**src/rtl/uart_tx.sv**
```systemverilog
// uart_tx: byte-wide UART transmitter producing 8N1/8N2 frames on txd.
// Bits are sent LSB first. Each bit lasts TICKS_PER_BIT clk cycles.
// Optional feature: define UART_TX_PARITY_EN to insert an even-parity bit
// between the data bits and the stop bit(s), giving 8E1/8E2 frames.
// rdy_tx and txd are both registered outputs.

module uart_tx #(
  parameter int TICKS_PER_BIT = 10417,
  parameter int STOP_BITS     = 1
) (
  input  logic       clk,
  input  logic       rst_n,
  input  logic [7:0] d_tx,
  input  logic       vld_tx,
  output logic       rdy_tx,
  output logic       txd
);

  // Width of the tick counter; keep at least one bit.
  localparam int TW = (TICKS_PER_BIT > 1) ? $clog2(TICKS_PER_BIT) : 1;
  localparam logic [TW-1:0] TICK_LAST = TW'(TICKS_PER_BIT - 1);
  // Any STOP_BITS value other than 2 is treated as a single stop bit.
  localparam logic [2:0] STOP_LAST = (STOP_BITS == 2) ? 3'd1 : 3'd0;

`ifdef UART_TX_PARITY_EN
  typedef enum logic [2:0] {
    IDLE   = 3'd0,
    START  = 3'd1,
    DATA   = 3'd2,
    PARITY = 3'd3,
    STOP   = 3'd4
  } state_t;
`else
  typedef enum logic [2:0] {
    IDLE  = 3'd0,
    START = 3'd1,
    DATA  = 3'd2,
    STOP  = 3'd4
  } state_t;
`endif

  state_t        state_q, state_d;
  logic [TW-1:0] tick_q, tick_d;
  logic [2:0]    bit_q, bit_d;
  logic [7:0]    shift_q, shift_d;
  logic          txd_q, txd_d;
  logic          rdy_q, rdy_d;
  logic          tick_end;
  logic          accept;
`ifdef UART_TX_PARITY_EN
  logic          parity_q, parity_d;
`endif

  assign tick_end = (tick_q == TICK_LAST);
  assign accept   = vld_tx & rdy_q;
  assign rdy_tx   = rdy_q;
  assign txd      = txd_q;

  // Register stage: synchronous active-low reset returns everything to idle.
  always_ff @(posedge clk) begin
    if (!rst_n) begin
      state_q <= IDLE;
      tick_q  <= '0;
      bit_q   <= '0;
      shift_q <= '0;
      txd_q   <= 1'b1;
      rdy_q   <= 1'b1;
    end else begin
      state_q <= state_d;
      tick_q  <= tick_d;
      bit_q   <= bit_d;
      shift_q <= shift_d;
      txd_q   <= txd_d;
      rdy_q   <= rdy_d;
    end
  end

`ifdef UART_TX_PARITY_EN
  // Parity bit is captured once, from the byte as it is accepted.
  always_ff @(posedge clk) begin
    if (!rst_n) begin
      parity_q <= 1'b0;
    end else begin
      parity_q <= parity_d;
    end
  end
`endif

  // Next-state logic: tick counter, bit counter, shift register and FSM.
  always_comb begin
    state_d = state_q;
    tick_d  = tick_q;
    bit_d   = bit_q;
    shift_d = shift_q;
`ifdef UART_TX_PARITY_EN
    parity_d = parity_q;
`endif

    if (state_q != IDLE) begin
      tick_d = tick_end ? '0 : tick_q + TW'(1);
    end

    case (state_q)
      IDLE: begin
        if (accept) begin
          shift_d = d_tx;
          state_d = START;
          tick_d  = '0;
          bit_d   = '0;
`ifdef UART_TX_PARITY_EN
          parity_d = ^d_tx;
`endif
        end
      end
      START: begin
        if (tick_end) begin
          state_d = DATA;
          bit_d   = '0;
        end
      end
      DATA: begin
        if (tick_end) begin
          shift_d = shift_q >> 1;
          if (bit_q == 3'd7) begin
            bit_d = '0;
`ifdef UART_TX_PARITY_EN
            state_d = PARITY;
`else
            state_d = STOP;
`endif
          end else begin
            bit_d = bit_q + 3'd1;
          end
        end
      end
`ifdef UART_TX_PARITY_EN
      PARITY: begin
        if (tick_end) begin
          state_d = STOP;
          bit_d   = '0;
        end
      end
`endif
      STOP: begin
        if (tick_end) begin
          if (bit_q == STOP_LAST) begin
            state_d = IDLE;
            bit_d   = '0;
          end else begin
            bit_d = bit_q + 3'd1;
          end
        end
      end
      default: begin
        state_d = IDLE;
        tick_d  = '0;
        bit_d   = '0;
      end
    endcase
  end

  // Output decode from the next state so txd and rdy_tx come straight from flops.
  always_comb begin
    rdy_d = (state_d == IDLE);
    txd_d = 1'b1;
    case (state_d)
      START:  txd_d = 1'b0;
      DATA:   txd_d = shift_d[0];
`ifdef UART_TX_PARITY_EN
      PARITY: txd_d = parity_d;
`endif
      default: txd_d = 1'b1;
    endcase
  end

endmodule

```
**config.mk**
```make
export PLATFORM = sky130hd
export DESIGN_NAME = uart_tx
export DESIGN_NICKNAME = d
export VERILOG_FILES = /design/src/rtl/uart_tx.sv
export SDC_FILE = /design/constraint.sdc
export NUM_CORES = 1
export LEC_CHECK = 0
export ABC_AREA = 1
export ABC_CLOCK_PERIOD_IN_PS = 3100
export BUFFER_PORTS_ARGS = -buffer_cell sky130_fd_sc_hd__buf_2
export CAP_MARGIN = 0
export CELL_PAD_IN_SITES_DETAIL_PLACEMENT = 0
export CELL_PAD_IN_SITES_GLOBAL_PLACEMENT = 1
export CORE_ASPECT_RATIO = 2
export CORE_MARGIN = 5
export CORE_UTILIZATION = 45
export DETAILED_ROUTE_END_ITERATION = 10
export PLACE_DENSITY = 0.94
export SLEW_MARGIN = 15
export SYNTH_ARGS = -nofsm -noshare
export SYNTH_HDL_FRONTEND = slang
export SYNTH_SLANG_ARGS = --single-unit
```
**constraint.sdc**
```tcl
create_clock -name clk -period 3.1 [get_ports clk]
set_input_delay 0.775 -clock clk [delete_from_list [all_inputs] [get_ports clk]]
set_output_delay 0.775 -clock clk [all_outputs]
set_load 0.05 [all_outputs]
```
==> flow_summary.json <==
{
  "outcome": "completed",
  "timing.final.crit_share_pct": 52.7,
  "leakage_nw": 0.846,
  "synth_compound_area_share_pct": 8.36,
  "ios": 13,
  "seqCellArea_um2": 601,
  "viasPerCell": 4.80,
  "r2r-start": "tick_q[0]",
  "tightest_slew_ns": 0.319,
  "start_util_pct": 46.8,
  "synth_top_family_by_area": "simple AND/OR/NAND/NOR gates",
  "grt_pass1_vias": 1510,
  "final_cells": 321,
  "die-area_um2": 5200,
  "holdWs_ns": 0.469,
  "start_kind": "flop",
  "crit_family": "flip-flops",
  "dp.cells": 313,
  "reg2reg_to": "shift_q[2]",
  "crit_buf_inv": 1,
  "drc_errors": 0,
  "path_class": "reg2out",
  "slew_headroom_pct": 78.6,
  "path_clk_slew_ns": 0.06,
  "grt_pass1_wl_um": 6040,
  "final_nets": 287,
  "row_count": 31,
  "synth_area_um2": 1710,
  "slowest_delay_ns": 0.32,
  "path_max_fanout": 2,
  "final_common_cell": "nand2_1",
  "min_path_cells": 2,
  "place_ws_ns": 1.30,
  "drive_above_1_share_pct": 20.2,
  "grt_usage_pct": 15.7,
  "grt_overflow": 0,
  "syn_nets": 269,
  "wl_per_cell_um": 11.5,
  "hold_end": "shift_q[7]",
  "setup_slack_ns": 1.47,
  "gp_congestion": 0.762,
  "report.final.slew_viol_count": 0,
  "cts_root_buf": "clkbuf_8",
  "io_buffers": 12,
  "ys_warn_count": 0,
  "critPathSlowestCell": "dfxtp_1",
  "synthCells": 253,
  "synth-xor-area-share_pct": 1.03,
  "crit_path_end_kind": "output port",
  "finalHoldViolations": 0,
  "p_per_area_nw_per_um2": 456,
  "h-tree-depth": 2,
  "numCtsBuffers": 5,
  "cts_resized": 0,
  "seq_area_frac_synth_pct": 35.2,
  "cts_setup_buffers": 0,
  "cts_tree": "yes",
  "ir_worst_vdd_uv": 267,
  "cts_buffer_depth": 2,
  "fmax_mhz": 612,
  "total_power_uw": 873,
  "die_w_um": 53.5,
  "cts_sinks": 30,
  "worstPathCellList": "buf_2",
  "cp.required_ns": 2.32,
  "fin_util_pct": 52.5,
  "chipHeight_um": 97.1,
  "diodes": 0,
  "postCtsHoldBufs": 0,
  "synth_fa_ha_area_share_pct": 3.67,
  "min_from": "shift_q[7]",
  "vias": 1542,
  "rsz0062_at_grt": "false",
  "grt_start_max_net_pins": 13,
  "arrival_ns": 0.86,
  "multi_input_comb_area_um2": 970,
  "final_area_um2": 1910,
  "synth_seq_cells": 30,
  "antenna_found_initial": 0,
  "period_minus_slack_ns": 1.63,
  "fin_skew_ns": 0.00373,
  "avgSynthCellArea_um2": 6.74,
  "synth_simple_gate_area_share_pct": 43.8,
  "wl_um": 3680,
  "setup_viol": 0,
  "clkLatencyLatePin_ns": 0.28,
  "syn_to_final_growth_pct": 12.3,
  "first_iter_violations": 14,
  "post-dp-hpwl_um": 2970,
  "min_path_type": "reg2reg",
  "synth.mux.area_fraction_pct": 0,
  "core_area_um2": 3650,
  "post_dp_cell_area_um2": 1820,
  "final_cell_mix": "nand2_1 (65), nor2_1 (44), dfxtp_1 (30)",
  "drv_cap": 0,
  "yosysUniqueCellTypes": 26,
  "filler_cell_count": 423,
  "setup_tns_ns": 0,
  "r2r_setup_slack_ns": 1.51,
  "ff2ff_path_depth": 9,
  "ant_nets": 0,
  "drtPass1Iterations": 4
}
[kinds of logic (layout without fill, tap and decap cells)]
family	count (synthesis)	count (layout)
AND/OR/NAND/NOR	153	153
adder cells (fa/ha/maj)	5	5
buffers and inverters	36	55
flip-flops	30	30
AO/OA/AOI/OAI	27	27
XOR/XNOR	2	2
[cells in the mapped netlist (all sizes together)]
master  count  area (um2)
nor3       10        96.4
nor2       52         235
xor2        1        8.76
nand3b      2        15.0
dfxtp      30         601
xnor2       1        8.76
a21oi       8        40.0
o21ai      16        80.1
nand3      14        70.1
o21a        1        7.51
clkbuf      1        3.75
nand4       2        12.5
ha          5        62.6
a41oi       1        8.76
o22ai       1        6.26
nand2      73         318
inv        35         131
[power by group]
part | internal (mW) | switching [mW] | total (mW)
clock | 0.179 | 0.150 | 0.329
sequential | 0.405 | 0.0105 | 0.415
combinational | 0.0418 | 0.0868 | 0.129
total | 0.625 | 0.247 | 0.873
[final cells by class]
type,count,area share [%]
tap,49,3.20
sequential,30,31.4
inverter,35,6.86
multi-input combinational,187,50.7
clock buffer,7,4.51
clock inverter,1,0.261
timing repair buffer,12,3.14
[flip-flops by register name, indices dropped and copies added, names as in the netlist]
register  count
bit_q         3
state_q       3
txd           1
shift_q       8
rdy_tx        1
tick_q       14
[routing by layer]
layer  GRT usage [%]  wire (um)  vias up
met2            30.0       2110       18
li1                -          -      824
met1            12.9       1310      686
met3            3.23        106       14
met4            10.0        155        0
met5               0          0        -
[worst max-delay path by stage]
stage | slack, ns | cells past startpoint | to | start
floorplan | 1.53 | 7 | shift_q[2] | vld_tx
global placement | 1.33 | 8 | shift_q[5] | vld_tx
detailed placement | 1.30 | 8 | shift_q[6] | vld_tx
CTS | 1.45 | 1 | rdy_tx | rdy_tx
global route | 1.34 | 9 | shift_q[2] | tick_q[0]
finish | 1.47 | 1 | rdy_tx | rdy_tx
(Power assumes the default switching activity.)
